--- src/rtl/bus_packet_framer.sv ---
`default_nettype none
// ============================================================================
// Module   : bus_packet_framer
// Brief    : Buffers payload beats in a small FIFO and emits framed packets
//            (header, 1..MAX_LEN data beats, trailer) on a registered bus.
// Revision : 1.0
// ============================================================================
module bus_packet_framer #(
    parameter int                   BUS_SIZE   = 16,
    parameter int                   WORD_SIZE  = 4,
    parameter int                   WORD_NUM   = BUS_SIZE / WORD_SIZE,
    parameter int                   FIFO_DEPTH = 4,
    parameter int                   MAX_LEN    = 12,
    parameter logic [WORD_SIZE-1:0] HDR_TOKEN  = 4'hF,
    parameter logic [WORD_SIZE-1:0] TRL_TOKEN  = 4'hE
) (
    input  logic                 clk,
    input  logic                 reset,
    input  logic [BUS_SIZE-1:0]  din,
    input  logic                 din_valid,
    output logic                 din_ready,
    input  logic                 start,
    input  logic [WORD_SIZE-1:0] pkt_len,
    output logic [BUS_SIZE-1:0]  data_bus,
    output logic                 bus_valid,
    output logic                 busy,
    output logic                 len_err
);

    localparam int c_aw = $clog2(FIFO_DEPTH);
    localparam int c_cw = BUS_SIZE - WORD_SIZE;

    localparam logic [c_aw:0]          c_depth    = (c_aw + 1)'(FIFO_DEPTH);
    localparam logic [c_aw:0]          c_cnt_one  = (c_aw + 1)'(1);
    localparam logic [c_aw-1:0]        c_ptr_one  = c_aw'(1);
    localparam logic [WORD_SIZE-1:0]   c_word_one = WORD_SIZE'(1);
    localparam logic [WORD_SIZE-1:0]   c_max_len  = WORD_SIZE'(MAX_LEN);

    // State names describe the beat currently presented on data_bus.
    localparam logic [1:0] c_st_idle    = 2'd0;
    localparam logic [1:0] c_st_header  = 2'd1;
    localparam logic [1:0] c_st_data    = 2'd2;
    localparam logic [1:0] c_st_trailer = 2'd3;

    logic [1:0]           r_state;
    logic [BUS_SIZE-1:0]  r_mem [FIFO_DEPTH];
    logic [c_aw-1:0]      r_wr_ptr;
    logic [c_aw-1:0]      r_rd_ptr;
    logic [c_aw:0]        r_count;
    logic [WORD_SIZE-1:0] r_remain;
    logic [WORD_SIZE-1:0] r_seq;
    logic [c_cw-1:0]      r_csum;
    logic [BUS_SIZE-1:0]  r_data_bus;
    logic                 r_bus_valid;
    logic                 r_len_err;

    logic [1:0]           w_state_nxt;
    logic [BUS_SIZE-1:0]  w_bus_nxt;
    logic                 w_valid_nxt;
    logic                 w_len_err_nxt;
    logic                 w_pop;
    logic                 w_push;
    logic                 w_empty;
    logic                 w_full;
    logic                 w_accept;
    logic [BUS_SIZE-1:0]  w_head;
    logic [BUS_SIZE-1:0]  w_hdr;

    assign w_full    = (r_count == c_depth);
    assign w_empty   = (r_count == '0);
    assign din_ready = !w_full && !reset;
    assign w_push    = din_valid && din_ready;
    assign w_head    = r_mem[r_rd_ptr];
    assign w_accept  = (r_state == c_st_idle) && start &&
                       (pkt_len != '0) && (pkt_len <= c_max_len);

    assign data_bus  = r_data_bus;
    assign bus_valid = r_bus_valid;
    assign busy      = (r_state != c_st_idle);
    assign len_err   = r_len_err;

    always_comb begin
        w_hdr = '0;
        w_hdr[WORD_NUM*WORD_SIZE-1 -: WORD_SIZE] = HDR_TOKEN;
        w_hdr[2*WORD_SIZE-1 -: WORD_SIZE]        = r_seq;
        w_hdr[WORD_SIZE-1:0]                     = pkt_len;
    end

    always_comb begin
        w_state_nxt   = r_state;
        w_bus_nxt     = '0;
        w_valid_nxt   = 1'b0;
        w_len_err_nxt = 1'b0;
        w_pop         = 1'b0;
        case (r_state)
            c_st_idle: begin
                if (w_accept) begin
                    w_state_nxt = c_st_header;
                    w_bus_nxt   = w_hdr;
                    w_valid_nxt = 1'b1;
                end else if (start) begin
                    w_len_err_nxt = 1'b1;
                end
            end
            c_st_header, c_st_data: begin
                // r_remain reaches zero only once the final data beat is on the bus.
                w_state_nxt = c_st_data;
                if (r_remain == '0) begin
                    w_state_nxt = c_st_trailer;
                    w_bus_nxt   = {TRL_TOKEN, r_csum};
                    w_valid_nxt = 1'b1;
                end else if (!w_empty) begin
                    w_pop       = 1'b1;
                    w_bus_nxt   = w_head;
                    w_valid_nxt = 1'b1;
                end
            end
            c_st_trailer: w_state_nxt = c_st_idle;
            default:      w_state_nxt = c_st_idle;
        endcase
    end

    always_ff @(posedge clk) begin
        if (reset) begin
            r_state     <= c_st_idle;
            r_wr_ptr    <= '0;
            r_rd_ptr    <= '0;
            r_count     <= '0;
            r_remain    <= '0;
            r_seq       <= '0;
            r_csum      <= '0;
            r_data_bus  <= '0;
            r_bus_valid <= 1'b0;
            r_len_err   <= 1'b0;
        end else begin
            r_state     <= w_state_nxt;
            r_data_bus  <= w_bus_nxt;
            r_bus_valid <= w_valid_nxt;
            r_len_err   <= w_len_err_nxt;
            if (w_accept) begin
                r_remain <= pkt_len;
                r_csum   <= '0;
            end
            if (w_pop) begin
                r_remain <= r_remain - c_word_one;
                r_csum   <= r_csum ^ w_head[c_cw-1:0];
                r_rd_ptr <= r_rd_ptr + c_ptr_one;
            end
            if (w_push) begin
                r_wr_ptr <= r_wr_ptr + c_ptr_one;
            end
            case ({w_push, w_pop})
                2'b10:   r_count <= r_count + c_cnt_one;
                2'b01:   r_count <= r_count - c_cnt_one;
                default: r_count <= r_count;
            endcase
            if (r_state == c_st_trailer) begin
                r_seq <= r_seq + c_word_one;
            end
        end
    end

    // Storage needs no reset; pushes are blocked while reset is high.
    always_ff @(posedge clk) begin
        if (w_push) begin
            r_mem[r_wr_ptr] <= din;
        end
    end

endmodule
`default_nettype wire

--- config.mk ---
export PLATFORM = sky130hd
export DESIGN_NAME = bus_packet_framer
export DESIGN_NICKNAME = d
export VERILOG_FILES = /design/src/rtl/bus_packet_framer.sv
export SDC_FILE = /design/constraint.sdc
export NUM_CORES = 1
export LEC_CHECK = 0
export BUFFER_PORTS_ARGS = -buffer_cell sky130_fd_sc_hd__buf_2
export CELL_PAD_IN_SITES_DETAIL_PLACEMENT = 0
export CELL_PAD_IN_SITES_GLOBAL_PLACEMENT = 1
export CORE_MARGIN = 2
export CORE_UTILIZATION = 48
export CTS_CLUSTER_SIZE = 20
export DETAILED_ROUTE_END_ITERATION = 16
export PLACE_DENSITY = 0.88
export RECOVER_POWER = 50
export SLEW_MARGIN = 20
export SYNTH_ARGS = -nofsm -noshare
export SYNTH_HDL_FRONTEND = slang
export SYNTH_SLANG_ARGS = --single-unit
--- constraint.sdc ---
create_clock -name clk -period 3.15 [get_ports clk]
set_input_delay 0.4725 -clock clk [delete_from_list [all_inputs] [get_ports clk]]
set_output_delay 0.4725 -clock clk [all_outputs]
set_load 0.01 [all_outputs]
### Yosys cells after proc, flatten, opt, wreduce, memory -nomap -nowiden

Memory sizes are Yosys's and may differ from the RTL's. A register that Yosys moved wholly into a read port is not among the register bits.
Index checks and enable logic that the tools add are counted.

| storage, ports and cells | value |
|---|---|
| bits of input ports | 24 |
| memories | 1 |
| logic and storage cells | 66 |
| output and inout port bits | 20 |
| flip-flop bits (word level) | 47 |
| RAM bits | 64 |

| operators by class | value |
|---|---|
| equal/unequal tests | 7 |
| bitwise operators | 2 |
| $add $sub $neg | 6 |
| muxes and demuxes | 23 |
| reduce and logical (&&, ||, !) cells | 16 |
| $lt $le $gt $ge | 1 |

Memories:

| memory | depth | width | read ports | clocked after Yosys merged registers in | wr ports | RTL line | source |
|---|---|---|---|---|---|---|---|
| r_mem | 4 | 16 | 1 | 1 | 1 | 46 | `logic [BUS_SIZE-1:0] r_mem [FIFO_DEPTH];` |

Operators with widths:

| cell | number |
|---|---|
| 16-bit 2-to-1 mux | 3 |
| 16-bit case mux with 2 select lines | 1 |
| 12-bit 2-to-1 mux | 2 |
| 12-bit bitwise XOR | 1 |
| 1-bit 2-to-1 mux | 9 |
| 4-bit 2-to-1 mux | 2 |
| 2-bit == test, second input constant | 3 |
| 2-bit 2-to-1 mux | 3 |
| 2-bit case mux with 3 select lines | 1 |
| 3-bit case mux with 2 select lines | 1 |
| 2-bit nonzero test | 3 |
| 1-bit logical AND | 5 |
| 2-bit by 1-bit adder with 2-bit output, second input constant | 2 |
| 4-bit by 1-bit adder with 4-bit output, second input constant | 1 |
| 2-bit by 1-bit == test with 1-bit output, second input constant | 2 |
| 4-bit <= comparator, second input constant | 1 |
| 4-bit logical NOT | 1 |
| 4-bit nonzero test | 1 |
| 4-bit by 1-bit subtractor with 4-bit output, second input constant | 1 |
| 3-bit by 1-bit adder with 3-bit output, second input constant | 1 |
| 3-bit == test, second input constant | 1 |
| 3-bit logical NOT | 1 |
| 3-bit OR reduction | 1 |
| 3-bit by 1-bit subtractor with 3-bit output, second input constant | 1 |
| 6 further kinds | 7 |

### Logic depth before layout (Yosys ltp)

| logic depth | value |
|---|---|
| word-level depth | 6 |
| depth in mapped cells | 12 |
| gate-level depth less buffers | 11 |

### Worst setup path before layout

No wires, ideal clock.

| timing path | value |
|---|---|
| path kind | flip-flop to flip-flop |
| start | register r_state[0] |
| end | register r_count[2] |
| arrival time | 2.297 ns |
| slack | 0.782 ns |
| setup time | 0.071 ns |
| required time | 3.079 ns |
| stages on the path, launching flop included | 13 |
| cells stage by stage | dfxtp_1 inv_1 ha_1 o31a_1 buf_4 nand2_4 inv_2 ha_1 inv_1 fa_1 xor2_1 or3_1 a21oi_1 |

| on the way | value |
|---|---|
| longest elaborated chain between the ends | 5 |
| elaborated cells on any way between the ends | 8 |
| classes of those cells | eq/ne (4); mux (2); reduce/logical (2) |

Ends and longest elaborated chain:

| item | RTL line | source |
|---|---|---|
| start, declared | 45 | `logic [1:0] r_state;` |
| start signal, assigned | 125 | `r_state <= c_st_idle;` |
| start signal, assigned | 136 | `r_state <= w_state_nxt;` |
| 2-bit by 1-bit == test with 1-bit output / 2-bit == test (equally long branches) | 95 | `case (r_state)` |
| 2-bit OR reduction * | 95 |  |
| 1-bit 2-to-1 mux * | 95 |  |
| net w_pop | 61 | `logic w_pop;` |
| 2-bit by 1-bit == test with 1-bit output / 2-bit == test (equally long branches) | 152 | `case ({w_push, w_pop})` |
| 3-bit case mux with 2 select lines / 2-bit nonzero test (equally long branches) | n/a |  |
| end signal, assigned | 153 | `2'b10: r_count <= r_count + c_cnt_one;` |
| end signal, assigned | 154 | `2'b01: r_count <= r_count - c_cnt_one;` |
| end signal, assigned | 155 | `default: r_count <= r_count;` |
| end, declared | 49 | `logic [c_aw:0] r_count;` |

The timed path passes the listed nets; every way through them passes the cells marked *.
A chain may end at the register's enable or synchronous reset.

### Final worst setup path

| timing path | value |
|---|---|
| start | register r_state[1] |
| end | register r_count[2] |

The elaborated chain is that of the path after synthesis.

==> flow_metrics.tcl <==
set metrics [dict create \
    status "finished clean" \
    ctsHoldBuffers 0 \
    grt_pass1_vias 2644 \
    worst_pin_slew_ps 1048 \
    clock_skew_ps 6.368 \
    cts_buffers 17 \
    rsz0062_at_grt "no" \
    finalInstanceArea_sq_um 5334 \
    synth_top_cell_area_share_pct 42.44 \
    yosys-top-cells-area "edfxtp_1 (42%), dfxtp_1 (22%), mux4_2 (8.0%), ha_1 (2.8%), nand2_1 (2.6%)" \
    synth_edf_count 64 \
    routed_via_density 5.364 \
    setup-violations-final 0 \
    drv_slew 0 \
    die_width_microns 101.1 \
    place_congestion 0.7219 \
    die_h_microns 101.1 \
    ir_drop_uv 432.9 \
    cts_setup_buffers 0 \
    syn_avg_cell_area_sq_um 13.89 \
    final_nets 417 \
    powerDensity_nw_per_um2 807.5 \
    ctsResizeCount 0 \
    die-area_sq_um 10230 \
    finalCriticalPeriod_ps 2616 \
    row_count 35 \
    wl_mm 8.522 \
    drtIter0Drc 123 \
    drv_cap 0 \
    cts_root_buffer "clkbuf_8" \
    drc 0 \
    crit_type "reg2reg" \
    hpwl_mm 5.271 \
    synth_ff_type "edfxtp_1" \
    clk_path_buf_depth 2 \
    worstPathRequired_ps 3590 \
    synth_top_area_cell "edfxtp_1" \
    drive_above_1_share_pct 18.99 \
    p_comb_share_pct 17.1 \
    diodes 0 \
    worstPathMaxFanout 6 \
    synth_area_sq_um 4528 \
    ys_warn_count 0 \
    critPathLaunchType "register" \
    coreArea_sq_um 9196 \
    grtUsageTotal_pct 18.34 \
    async_flop_share_pct 0 \
    dr.pass1.iters 5 \
    clock_latency_ps 510 \
    syn2layout_area_growth_pct 17.80 \
    clock_sinks 113 \
    numPortBuffers 43 \
    grt_pass1_wl_mm 13.62 \
    ant_nets 0 \
    slew_headroom_pct 30.15 \
    antenna_found_initial 0 \
    syn_nets 361 \
    finalHoldViolations 0 \
    ys_ff_latch 113 \
    cts_tree "built" \
    p_sw_share_pct 28.59 \
    final_cell_mix "edfxtp_1 (64), dfxtp_1 (49), clkbuf_1 (39), nand2_1 (32), nor2_1 (21)" \
    power.share.sequential_pct 40.3 \
    clockPowerShare_pct 42.5 \
    p_int_w 0.003076 \
    placedInstanceArea_sq_um 4833 \
    synth_cells 326 \
    cts.clk_slew.worst_paths_ps 60 \
    ys_seq_area_share_pct 64.11 \
    cts_max_level 4 \
    fin_setup_tns_ps 0 \
    synth_cell_types 50 \
    p_switching_w 0.001231 \
    io_pins 44 \
    avgRoutedWirePerCell_microns 16.84 \
    hp-class "in2reg" \
    endpoint_kind "register" \
    leakage_nw 1.818 \
    grt_overflow 0 \
    period_share_pct 83.04 \
    arrival_ps 3060 \
    initial_core_util_pct 49.24 \
    layout_commonest_cell "edfxtp_1" \
    fmax_ghz 0.3823 \
    via_count 2714 \
    grt_max_degree 30 \
]
==> cell usage after synthesis, types with 2 or more instances <==
cell and count:
inv_1 13, a21o_1 2, or3_1 9, a21oi_1 9, edfxtp_1 64, nand4_1 3
buf_4 3, buf_6 2, nor2_1 21, xnor2_1 5, a21oi_2 2, o21ai_1 4
o21ai_2 5, and2_1 4, nor3_1 3, ha_1 10, a31oi_1 9, nand2_1 31
mux4_2 16, clkbuf_1 3, xor2_1 10, buf_2 4, nand3_1 14, o21a_1 3
dfxtp_1 49, o21ai_0 4
==> registers in the layout, indices dropped and copies added (netlist names), named ones only <==
| name | flops |
|---|---|
| len_err | 1 |
| r_mem | 64 |
| r_csum | 12 |
| r_count | 3 |
| bus_valid | 1 |
| r_rd_ptr | 2 |
| r_wr_ptr | 2 |
| data_bus | 16 |
| r_seq | 4 |
| r_state | 2 |
| r_remain | 4 |
==> path summary, 6_finish.rpt <==
kind | startpoint | endpoint | slack [ps] | depth (start not counted)
min | din[10] | r_mem[1][10] | 220 | 1
max reg2reg | r_state[1] | r_count[2] | 530 | 11
max | r_state[1] | r_count[2] | 530 | 11
min reg2reg | r_csum[1] | r_csum[1] | 460 | 2
==> through the flow <==
step	worst slack (ps)	total power [W]	cells	utilization [%]	hold WS [ps]
global placement	774.7	0.002520	474	52.56	444.3
finish	534.2	0.004307	506	58.00	218.6
global route	313.2	0.004491	506	58.00	213.0
CTS	623.6	0.004379	506	58.78	149.0
floorplan	782.3	0.002350	326	-	437.2
detailed placement	636.5	0.002531	474	52.56	454.9
==> worst max-delay path, stage by stage, from the launching register on <==
cell and delay [ps]:
dfxtp_1 380, inv_1 60, ha_1 320, o31a_1 170
nand2_1 120, inv_1 220, ha_1 230, inv_1 70
fa_1 380, xor2_1 160, or3_1 310, a21oi_1 140
==> power by group through the flow <==
stage	clock, W	sequential, W	combinational, W
floorplan	0	0.00177	0.000575
global placement	0	0.00176	0.000764
detailed placement	0	0.00177	0.000766
CTS	0.00187	0.00174	0.000776
global route	0.00193	0.00175	0.000815
finish	0.00183	0.00174	0.000738
==> routing by layer <==
layer	up-vias	wire, microns	track usage (%)
met2	87	4209	28.99
met4	0	148	8.212
met1	1302	3604	23.36
met5	-	0	0
met3	13	559	5.687
li1	1312	-	-
==> final cells by class <==
type	count	area, sq um
clock buffer	18	417.9
clock inverter	14	153.9
fill	730	3862
inverter	14	52.55
multi-input combinational	184	1440
sequential	113	2903
tap	111	138.9
timing repair buffer	52	227.7
==> cell families (layout without fill, tap and decap cells) <==
group | after synthesis | in the layout | share of synthesized area (%)
adders and majority gates | 11 | 11 | 3.205
AOI/OAI and AO/OA | 48 | 48 | 7.599
muxes | 18 | 18 | 8.511
buffers and inverters | 29 | 98 | 3.730
and+or+nand+nor | 92 | 92 | 9.947
xor gates and xnor gates | 15 | 15 | 2.901
DFF | 113 | 113 | 64.11
(Power assumes the default switching activity.)
